**config.mk**
```make
export PLATFORM = sky130hd
export DESIGN_NAME = pc_unit_ras_flat
export DESIGN_NICKNAME = d
export VERILOG_FILES = /design/src/rtl/pc_unit_ras_if.sv /design/src/rtl/pc_unit_ras.sv /design/src/flat_wrapper.sv
export SDC_FILE = /design/constraint.sdc
export NUM_CORES = 1
export LEC_CHECK = 0
export BUFFER_PORTS_ARGS = -buffer_cell sky130_fd_sc_hd__buf_4
export CORE_UTILIZATION = 40
export DETAILED_ROUTE_END_ITERATION = 6
export HOLD_SLACK_MARGIN = 0.05
export PLACE_DENSITY_LB_ADDON = 0.08
export SYNTH_ARGS = -nofsm -noshare
export SYNTH_HDL_FRONTEND = slang
export SYNTH_SLANG_ARGS = --single-unit
export TNS_END_PERCENT = 1
```
**constraint.sdc**
```tcl
create_clock -name clk -period 2.98 [get_ports clk]
set_clock_uncertainty 0.1 [all_clocks]
set_input_delay 0.149 -clock clk [delete_from_list [all_inputs] [get_ports clk]]
set_output_delay 0.149 -clock clk [all_outputs]
set_load 0.01 [all_outputs]
```
**src/rtl/pc_unit_ras_if.sv**
```systemverilog
// Fetch-side bundle for the PC unit: control/redirect inputs toward the PC,
// PC and return-address-stack status back toward the fetch logic.
interface pc_unit_ras_if #(
    parameter int ADDR_W = 32
);
    logic              stall;
    logic              exc_valid;
    logic              redirect_valid;
    logic [ADDR_W-3:0] redirect_target;
    logic              ret_valid;
    logic              call_valid;
    logic [ADDR_W-3:0] call_link;
    logic [ADDR_W-1:0] pc_result;
    logic [ADDR_W-1:0] pc_plus4;
    logic [ADDR_W-1:0] ras_top;
    logic              ras_empty;
    logic              ras_full;
    logic              ret_miss;
    logic              ras_overflow;

    modport master (
        output stall, exc_valid, redirect_valid, redirect_target,
               ret_valid, call_valid, call_link,
        input  pc_result, pc_plus4, ras_top, ras_empty, ras_full,
               ret_miss, ras_overflow
    );

    modport slave (
        input  stall, exc_valid, redirect_valid, redirect_target,
               ret_valid, call_valid, call_link,
        output pc_result, pc_plus4, ras_top, ras_empty, ras_full,
               ret_miss, ras_overflow
    );
endinterface

```
**src/rtl/pc_unit_ras.sv**
```systemverilog
// Fetch-stage program counter with prioritised next-PC selection and a
// circular return-address stack used to predict jr $ra targets.
module pc_unit_ras #(
    parameter int                ADDR_W    = 32,
    parameter logic [ADDR_W-1:0] RESET_VEC = 32'h0000_0000,
    parameter logic [ADDR_W-1:0] EXC_VEC   = 32'h0000_0080,
    parameter int                RAS_DEPTH = 4,
    parameter int                PTR_W     = 2
) (
    input logic         clk,
    input logic         reset,
    pc_unit_ras_if.slave bus
);
    localparam int CNT_W = PTR_W + 1;

    logic [ADDR_W-3:0] pc;
    logic [ADDR_W-3:0] entries [RAS_DEPTH];
    logic [PTR_W-1:0]  ptr;
    logic [CNT_W-1:0]  count;
    logic              ret_miss_q;
    logic              overflow_q;

    logic              empty;
    logic              full;
    logic              pop_ok;
    logic              pop;
    logic              push;
    logic              miss;
    logic [PTR_W-1:0]  ptr_inc;
    logic [PTR_W-1:0]  ptr_dec;

    always_comb begin
        empty   = (count == '0);
        full    = (count == CNT_W'(RAS_DEPTH));
        // A return may only consume the stack when nothing of higher priority wins.
        pop_ok  = bus.ret_valid && !bus.exc_valid && !bus.redirect_valid && !bus.stall;
        pop     = pop_ok && !empty;
        miss    = pop_ok && empty;
        // A jal redirect pushes its link even while the pipe is stalled.
        push    = bus.call_valid && !bus.exc_valid && (!bus.stall || bus.redirect_valid);
        ptr_inc = ptr + PTR_W'(1);
        ptr_dec = ptr - PTR_W'(1);
    end

    always_ff @(posedge clk or negedge reset) begin
        if (!reset) begin
            pc         <= RESET_VEC[ADDR_W-1:2];
            ptr        <= '0;
            count      <= '0;
            ret_miss_q <= 1'b0;
            overflow_q <= 1'b0;
            for (int i = 0; i < RAS_DEPTH; i++) begin
                entries[i] <= '0;
            end
        end else begin
            ret_miss_q <= miss;
            overflow_q <= push && !pop && full;

            if (bus.exc_valid) begin
                pc <= EXC_VEC[ADDR_W-1:2];
            end else if (bus.redirect_valid) begin
                pc <= bus.redirect_target;
            end else if (!bus.stall) begin
                pc <= pop ? entries[ptr] : pc + 1'b1;
            end

            if (bus.exc_valid) begin
                ptr   <= '0;
                count <= '0;
            end else if (push && pop) begin
                entries[ptr] <= bus.call_link;
            end else if (push) begin
                // When full the increment lands on the oldest entry and overwrites it.
                ptr              <= ptr_inc;
                entries[ptr_inc] <= bus.call_link;
                if (!full) begin
                    count <= count + 1'b1;
                end
            end else if (pop) begin
                ptr   <= ptr_dec;
                count <= count - 1'b1;
            end
        end
    end

    assign bus.pc_result    = {pc, 2'b00};
    assign bus.pc_plus4     = {pc + 1'b1, 2'b00};
    assign bus.ras_top      = empty ? '0 : {entries[ptr], 2'b00};
    assign bus.ras_empty    = empty;
    assign bus.ras_full     = full;
    assign bus.ret_miss     = ret_miss_q;
    assign bus.ras_overflow = overflow_q;
endmodule
```
**src/flat_wrapper.sv**
```systemverilog
// flat-port wrapper written by rule: the top's interface ports become plain ports
module pc_unit_ras_flat 
#(
    parameter int                ADDR_W    = 32,
    parameter logic [ADDR_W-1:0] RESET_VEC = 32'h0000_0000,
    parameter logic [ADDR_W-1:0] EXC_VEC   = 32'h0000_0080,
    parameter int                RAS_DEPTH = 4,
    parameter int                PTR_W     = 2
)
  (clk, reset, bus_stall, bus_exc_valid, bus_redirect_valid, bus_redirect_target, bus_ret_valid, bus_call_valid, bus_call_link, bus_pc_result, bus_pc_plus4, bus_ras_top, bus_ras_empty, bus_ras_full, bus_ret_miss, bus_ras_overflow);
  pc_unit_ras_if #(.ADDR_W(ADDR_W)) bus_i ();
  input logic clk;
  input logic reset;
  input wire logic [$bits(bus_i.stall)-1:0] bus_stall;
  input wire logic [$bits(bus_i.exc_valid)-1:0] bus_exc_valid;
  input wire logic [$bits(bus_i.redirect_valid)-1:0] bus_redirect_valid;
  input wire logic [$bits(bus_i.redirect_target)-1:0] bus_redirect_target;
  input wire logic [$bits(bus_i.ret_valid)-1:0] bus_ret_valid;
  input wire logic [$bits(bus_i.call_valid)-1:0] bus_call_valid;
  input wire logic [$bits(bus_i.call_link)-1:0] bus_call_link;
  output wire logic [$bits(bus_i.pc_result)-1:0] bus_pc_result;
  output wire logic [$bits(bus_i.pc_plus4)-1:0] bus_pc_plus4;
  output wire logic [$bits(bus_i.ras_top)-1:0] bus_ras_top;
  output wire logic [$bits(bus_i.ras_empty)-1:0] bus_ras_empty;
  output wire logic [$bits(bus_i.ras_full)-1:0] bus_ras_full;
  output wire logic [$bits(bus_i.ret_miss)-1:0] bus_ret_miss;
  output wire logic [$bits(bus_i.ras_overflow)-1:0] bus_ras_overflow;
  assign bus_i.stall = bus_stall;
  assign bus_i.exc_valid = bus_exc_valid;
  assign bus_i.redirect_valid = bus_redirect_valid;
  assign bus_i.redirect_target = bus_redirect_target;
  assign bus_i.ret_valid = bus_ret_valid;
  assign bus_i.call_valid = bus_call_valid;
  assign bus_i.call_link = bus_call_link;
  assign bus_pc_result = bus_i.pc_result;
  assign bus_pc_plus4 = bus_i.pc_plus4;
  assign bus_ras_top = bus_i.ras_top;
  assign bus_ras_empty = bus_i.ras_empty;
  assign bus_ras_full = bus_i.ras_full;
  assign bus_ret_miss = bus_i.ret_miss;
  assign bus_ras_overflow = bus_i.ras_overflow;
  pc_unit_ras #(.ADDR_W(ADDR_W), .RESET_VEC(RESET_VEC), .EXC_VEC(EXC_VEC), .RAS_DEPTH(RAS_DEPTH), .PTR_W(PTR_W)) u_core (.clk(clk), .reset(reset), .bus(bus_i));
endmodule
```
* After elaboration in Yosys (flattened, before gate mapping)
Cells that the tools add are included.
** Cells by class
- Reduce and logical (&&, ||, !) cells :: 24
- Muxes and demuxes :: 25
- Equal/unequal tests :: 4
- Magnitude comparators :: 4
- Add/sub/neg operators :: 5
- Bitwise logic cells :: 3
** Operator list (number)
- $bwmux 120 :: 2
- $mux 120 :: 2
- $mux 30 :: 8
- $demux 30 s2 :: 2
- $bmux 30 s2 :: 1
- $mux 32 :: 1
- $add 30x1->30 const B :: 1
- $mux 3 :: 5
- $logic_and 1x1->1 :: 12
- $mux 2 :: 4
- $ge 3x3->1 const B :: 2
- $lt 3x1->1 const B :: 2
- $not 2->3 :: 2
- $logic_not 1->1 :: 5
- $reduce_and 2->1 :: 2
- $add 3x1->3 const B :: 1
- $eq 3x3->1 const B :: 1
- $logic_not 3->1 :: 1
- $ne 3x1->1 const B :: 1
- $ne 3x3->1 const B :: 1
- $reduce_and 3->1 :: 1
- $reduce_bool 3->1 :: 1
- $sub 3x1->3 const B :: 1
- $add 2x1->2 const B :: 1
- 5 further kinds :: 5
** Storage, ports and cells
- Input port bits :: 67
- Logic and storage cells :: 74
- Output and inout bits :: 100
- Bits in registers :: 157

* Depth between registers and ports, before layout
- Depth after elaboration :: 9
- Depth in mapped cells :: 10
- Gate-level depth less buffers :: 8

* Worst setup path before layout
Ideal clock, no wire load.
- Path kind :: flip-flop to flip-flop
- Start :: reg u_core.ptr[0]
- End :: reg u_core.entries[100] (netlist name)
- Data required time :: 2.755 ns
- Library setup time :: 0.125 ns
- Cell stages (with the launch flop) :: 10
- Path buffers :: 4
- Data arrival time :: 2.111 ns
- Clock period less this slack :: 2.336 ns
- Slack :: 0.644 ns
- Path through :: dfrtp_1 buf_2 buf_2 buf_2 inv_1 ha_1 nand2_1 a21oi_4 buf_6 mux2_4
** On the way
- Word-level cells in the longest chain between the ends :: 9
- Elaborated cells on any way between the ends :: 17
** RTL lines
- start: declaration :: RTL line pc_unit_ras.sv:18 : logic [PTR_W-1:0] ptr;
- start signal: assignment :: RTL line pc_unit_ras.sv:74 : ptr <= ptr_inc;
- start signal: assignment :: RTL line pc_unit_ras.sv:80 : ptr <= ptr_dec;
- $add 2x1->2 :: RTL line pc_unit_ras.sv:41 : ptr_inc = ptr + PTR_W'(1);
- $not 2->3 (not written as such) :: RTL line pc_unit_ras.sv:75 : entries[ptr_inc] <= bus.call_link;
- $ge 3x3->1 (not written as such) or $lt 3x1->1 (tied branches) :: RTL line pc_unit_ras.sv:75
- $logic_and 1x1->1 (not written as such) :: RTL line pc_unit_ras.sv:75
- $mux 30 (not written as such) :: RTL line pc_unit_ras.sv:75
- $demux 30 s2 :: RTL line pc_unit_ras.sv:75
- $bwmux 120 :: RTL line pc_unit_ras.sv:75
- $mux 120 :: RTL line pc_unit_ras.sv:72 : end else if (push) begin
- $mux 120 (*) :: RTL line pc_unit_ras.sv:70 : end else if (push && pop) begin
- end signal: indexed assignment :: RTL line pc_unit_ras.sv:71 : entries[ptr] <= bus.call_link;
- end signal: indexed assignment :: RTL line pc_unit_ras.sv:75
- end: declaration :: RTL line pc_unit_ras.sv:17 : logic [ADDR_W-3:0] entries [RAS_DEPTH];
Every way passes the cells marked *; elsewhere a longest branch is shown, timed or not. The select of a mux whose other input is x is not followed.
A chain may end at the register's enable or synchronous reset.

* Final worst setup path
- Start :: in bus_exc_valid
- End :: reg u_core.pc[4]
** On the way
- Word-level cells in the longest chain between the ends :: 9
- Elaborated cells on any way between the ends :: 10
** RTL lines
- start: declaration :: RTL line flat_wrapper.sv:15 : input wire logic [$bits(bus_i.exc_valid)-1:0] bus_exc_valid;
- $logic_not 1->1 :: RTL line pc_unit_ras.sv:36 : pop_ok = bus.ret_valid && !bus.exc_valid && !bus.redirect_valid && !bus.stall;
- $logic_and 1x1->1 (3 in a row) :: RTL line pc_unit_ras.sv:36
- $logic_and 1x1->1 :: RTL line pc_unit_ras.sv:37 : pop = pop_ok && !empty;
- $mux 30 :: RTL line pc_unit_ras.sv:64 : pc <= pop ? entries[ptr] : pc + 1'b1;
- $mux 30 :: RTL line pc_unit_ras.sv:63 : end else if (!bus.stall) begin
- $mux 30 :: RTL line pc_unit_ras.sv:61 : end else if (bus.redirect_valid) begin
- $mux 30 :: RTL line pc_unit_ras.sv:59 : if (bus.exc_valid) begin
- end signal: assignment :: RTL line pc_unit_ras.sv:60 : pc <= EXC_VEC[ADDR_W-1:2];
- end signal: assignment :: RTL line pc_unit_ras.sv:62 : pc <= bus.redirect_target;
- end signal: assignment :: RTL line pc_unit_ras.sv:64
- end: declaration :: RTL line pc_unit_ras.sv:16 : logic [ADDR_W-3:0] pc;
Parallel ways exist; a longest one is shown, timed or not. The select of a mux whose other input is x is not followed.

==> results.txt <==
----------------------------------------------------
[STA]
  Setup TNS ... 0 ns
  RSZ-0062 raised after global routing ... no
  Slew at the pin closest to its max-slew limit ... 0.9479 ns
  Endpoints failing setup ... 0
  Maximum clock frequency ... 348.3 MHz
  Final number of max-transition violations ... 0
  Minimum setup slack in the final design ... 0.1092 ns
  Worst slew margin relative to its limit ... 0.3677
  Final Hold Vio Count ... 0
  Final worst path period share ... 0.9633
  Final critical delay including setup and external delays ... 2.871 ns

[Run status]
  Status ... finished, violations left
  Violated checks ... design-rule violations

[Yosys]
  Share of synthesized area spent on multiplexers ... 0.2801
  Complex-gate fraction of the synthesized area ... 0.09415
  Async set-reset flop share out of synthesis ... 1.000
  Unique masters post-synth ... 64
  Fraction of synthesized cell area taken by the top area cell type ... 0.4335
  FF+latch count, synth ... between 150 and 200
  Cell taking the most area after synthesis ... dfrtp_1
  Most instantiated flip-flop cell in the synthesis netlist ... dfrtp_1
  Post-synth EDFFs ... 0
  Register area share after synthesis ... 0.4335
  Post-Syn Area per Cell ... 12.78 um^2
  Simple-gate portion of the synthesized area ... 0.1080
  Count of mapped cells out of synthesis ... 709
  Largest family of logic cells by synthesized area ... multiplexers
  Synthesized cell area ... just over 9000 um^2
  Post-synthesis xor/xnor area fraction ... 0.02416
  Area contributors post-synth ... dfrtp_1, mux2_4, mux4_2, and2_1, buf_6
  Post-Synth Adder-Cell Area ... 0.01187
  Number of warnings reported in the yosys synthesis log ... 0

[Routing]
  Final routed DRC violation total ... 22
  Post-DR vias/cell ... 5.694
  Mean routed wirelength per cell ... 22.72 um
  Pre-antenna DRT Iters ... 7
  Total number of vias ... a little under 7k
  Count of antenna-violating nets left after detailed routing ... 0
  Violation count after the first detailed-routing iteration ... 441
  WL final ... around 28000 um

[Pwr]
  P_leak ... 5.385 nW
  Maximum vdd drop ... ~360 uV
  Pwr dens ... 680.2 nW/um^2

[Setup path]
  CP Cell Sequence ... dlygate4sd3_1, buf_4, or4b_4, nor2_4, buf_4, nand2_1, a221o_1, a21oi_1, dlygate4sd3_1
  Largest driver fanout on the critical path ... 25
  Buf+Inv Stages, Crit Path ... 4
  CP Capture Type ... flop
  CP required ... between 3 and 4 ns
  Critical path's top delay family ... buffers and inverters
  Start of the worst register-to-register path ... u_core.ptr[0]
  CP startpoint kind ... input pin
  Data arrival at the endpoint of the critical path ... 3.13 ns
  Largest stage delay, worst path ... 0.61 ns
  Slowest cell on the critical path ... or4b_4
  Start point of the critical path ... bus_exc_valid
  Start-to-end type of the worst setup path ... in2reg

[Place]
  HPWL reported at the end of detailed placement ... 19510 um
  Routability Congestion ... 0.8641
  Buffers added on ports ... 160
  Setup slack after placement ... 0.4637 ns

[Run]
  Max-cap violations ... 0

[Global routing]
  Global-route congestion overflow total ... 0
  Global-route total usage across every layer ... 0.2450
  Vias in the first global route ... 7207
  First-pass GRT wire length ... 43300 um
  Largest net degree at the start of global routing ... 70
  Number of antenna violations at the first check in global routing ... 0

[Clocking]
  Root buffer cell ... clkbuf_16
  CTS max path bufs ... 2
  Clock tree from TritonCTS ... built
  Clock transition at path regs ... about 0.06 ns
  Number of levels the H-tree was split into ... 4
  Clock Sink Count ... roughly 160
  Clock buffer count from CTS ... 17
  Insertion delay to the later sink of the worst-skew pair ... 0.43 ns

[Layout]
  Fraction of final layout cells sized beyond drive strength 1 ... 0.4198
  Number of diodes ... 0
  Final-stage net count ... 1004
  Layout overhead on the synthesized area ... 31.14%

[Die]
  Die height ... 152.5 um
  Core Rows ... 54
  Count of pins on the block boundary ... about 170
  Horiz. Die Dim ... around 150 um
  Area of the core region ... 22030 um^2
  Starting Density ... 0.4115
  Full die area ... about 23000 um^2

[Hold path]
  Path type of the worst min-delay path ... in2reg
  Worst Min Path Start ... bus_redirect_target[8]

----------------------------------------------------
[worst register-to-register path, delay by kind of cell (launching register included)]
kind	cells	cell delay (ns)
mux	1	0.65
buf+inv	1	0.57
flops	1	0.77
compound gates	2	0.20
simple gates	1	0.42
[metrics by stage]
stage                     utilization  std cells  cell area (um^2)  power, mW  hold WS, ns
after floorplan                     -        714              9082      4.703      -0.2466
after global placement         0.4789       1123             10550      5.542       0.1040
final                          0.5397       1221             11890      8.085      0.07968
after global routing           0.5397       1221             11890      8.451      0.09468
after CTS                      0.5386       1221             11860      8.127      0.05587
after detailed placement       0.4789       1123             10550      5.614       0.1079
[sequential cells by signal, indices dropped and copies added, names as in the netlist]
| signal | flops |
|---|---|
| u_core.count | 3 |
| u_core.bus.ras_overflow | 1 |
| u_core.bus.ret_miss | 1 |
| u_core.pc | 30 |
| u_core.entries | 120 |
| u_core.ptr | 2 |
[final timing paths]
| check | to | slack [ns] | cells past startpoint |
|---|---|---|---|
| hold reg to reg | u_core.entries[23] | 0.41 | 1 |
| max in group asynchronous | u_core.entries[103] | 1.74 | 3 |
| setup reg to reg | u_core.pc[7] | 0.16 | 5 |
| setup / recovery | u_core.pc[4] | 0.11 | 9 |
| min in group asynchronous | u_core.entries[118] | 0.19 | 2 |
| hold / removal | u_core.pc[8] | 0.08 | 4 |
[layout make-up]
cell class	count	area, um^2
clock buffer	19	432.9
clock inverter	12	210.2
fill	1920	10140
inverter	17	63.81
multi-input combinational	480	4735
sequential	157	3931
tap	280	350.3
timing repair buffer	256	2163
[cells in the mapped netlist, drive strengths merged, types with 3 or more instances]
| cell | n |
|---|---|
| a41o | 3 |
| a21oi | 16 |
| inv | 17 |
| nand2 | 30 |
| or2 | 7 |
| nand3b | 5 |
| nor3 | 10 |
| a22oi | 8 |
| buf | 36 |
| a221o | 6 |
| a31oi | 4 |
| o221a | 3 |
| xnor2 | 15 |
| xor2 | 10 |
| o22ai | 9 |
| mux2i | 5 |
| and2 | 35 |
| o21ai | 20 |
| nor4 | 11 |
| nor3b | 4 |
| o221ai | 9 |
| mux2 | 121 |
| a32oi | 3 |
| ha | 7 |
| nor2 | 26 |
| and4 | 6 |
| nand3 | 16 |
| clkbuf | 24 |
| nand2b | 3 |
| dfrtp | 157 |
| nand4 | 12 |
| a211oi | 5 |
| a221oi | 7 |
| nor2b | 3 |
| mux4 | 30 |
[what timing repair did]
action	CTS	global route
endpoints found under the setup margin	0	6
hold buffers	67	0
hold endpoints to repair	219	0
resized for setup	0	5
buffers inserted	0	0
[layout by cell type, fill, tap and decap left out, types with 6 or more instances in the layout]
cell           netlist  layout
and2_1              33      33
o221ai_1             9       9
or2_2                7       7
nor4_1              10       9
dlygate4sd3_1        0      67
a221oi_1             6       6
nand3_1             16      16
ha_1                 7       7
nor3_1              10      10
nor2_1              25      25
o21ai_0             20      20
a21oi_1             12      12
and4_1               6       6
nand2_1             25      25
conb_1               1       6
buf_4                7     181
xnor2_1             15      15
mux4_2              30      30
nand4_1             12      12
a22oi_1              8       8
xor2_1              10      10
mux2_4             120     120
a221o_1              6       6
clkbuf_16            0      17
dfrtp_1            157     155
o22ai_1              9       9
inv_1               17      17
[logic make-up after synthesis]
| logic type | count (synthesis) |
|---|---|
| other cells | 1 |
| simple gates | 174 |
| mux | 156 |
| compound gates | 111 |
| xor+xnor | 25 |
| flops | 157 |
| fa+ha+maj | 8 |
| buf+inv | 77 |
[report_power, final]
part | internal [mW] | switching, mW
sequential | 2.76 | 0.435
combinational | 1.53 | 0.953
clock | 1.49 | 0.918
total | 5.78 | 2.31
[per-layer routing]
layer  GRT usage  part of all wire  routed length [um]
met5           0                 0                   0
met3     0.05489             0.080                2212
met4     0.08033             0.022                 603
met1      0.3476              0.44               12340
met2      0.3709              0.45               12590
Power figures use the tool's default switching activity.
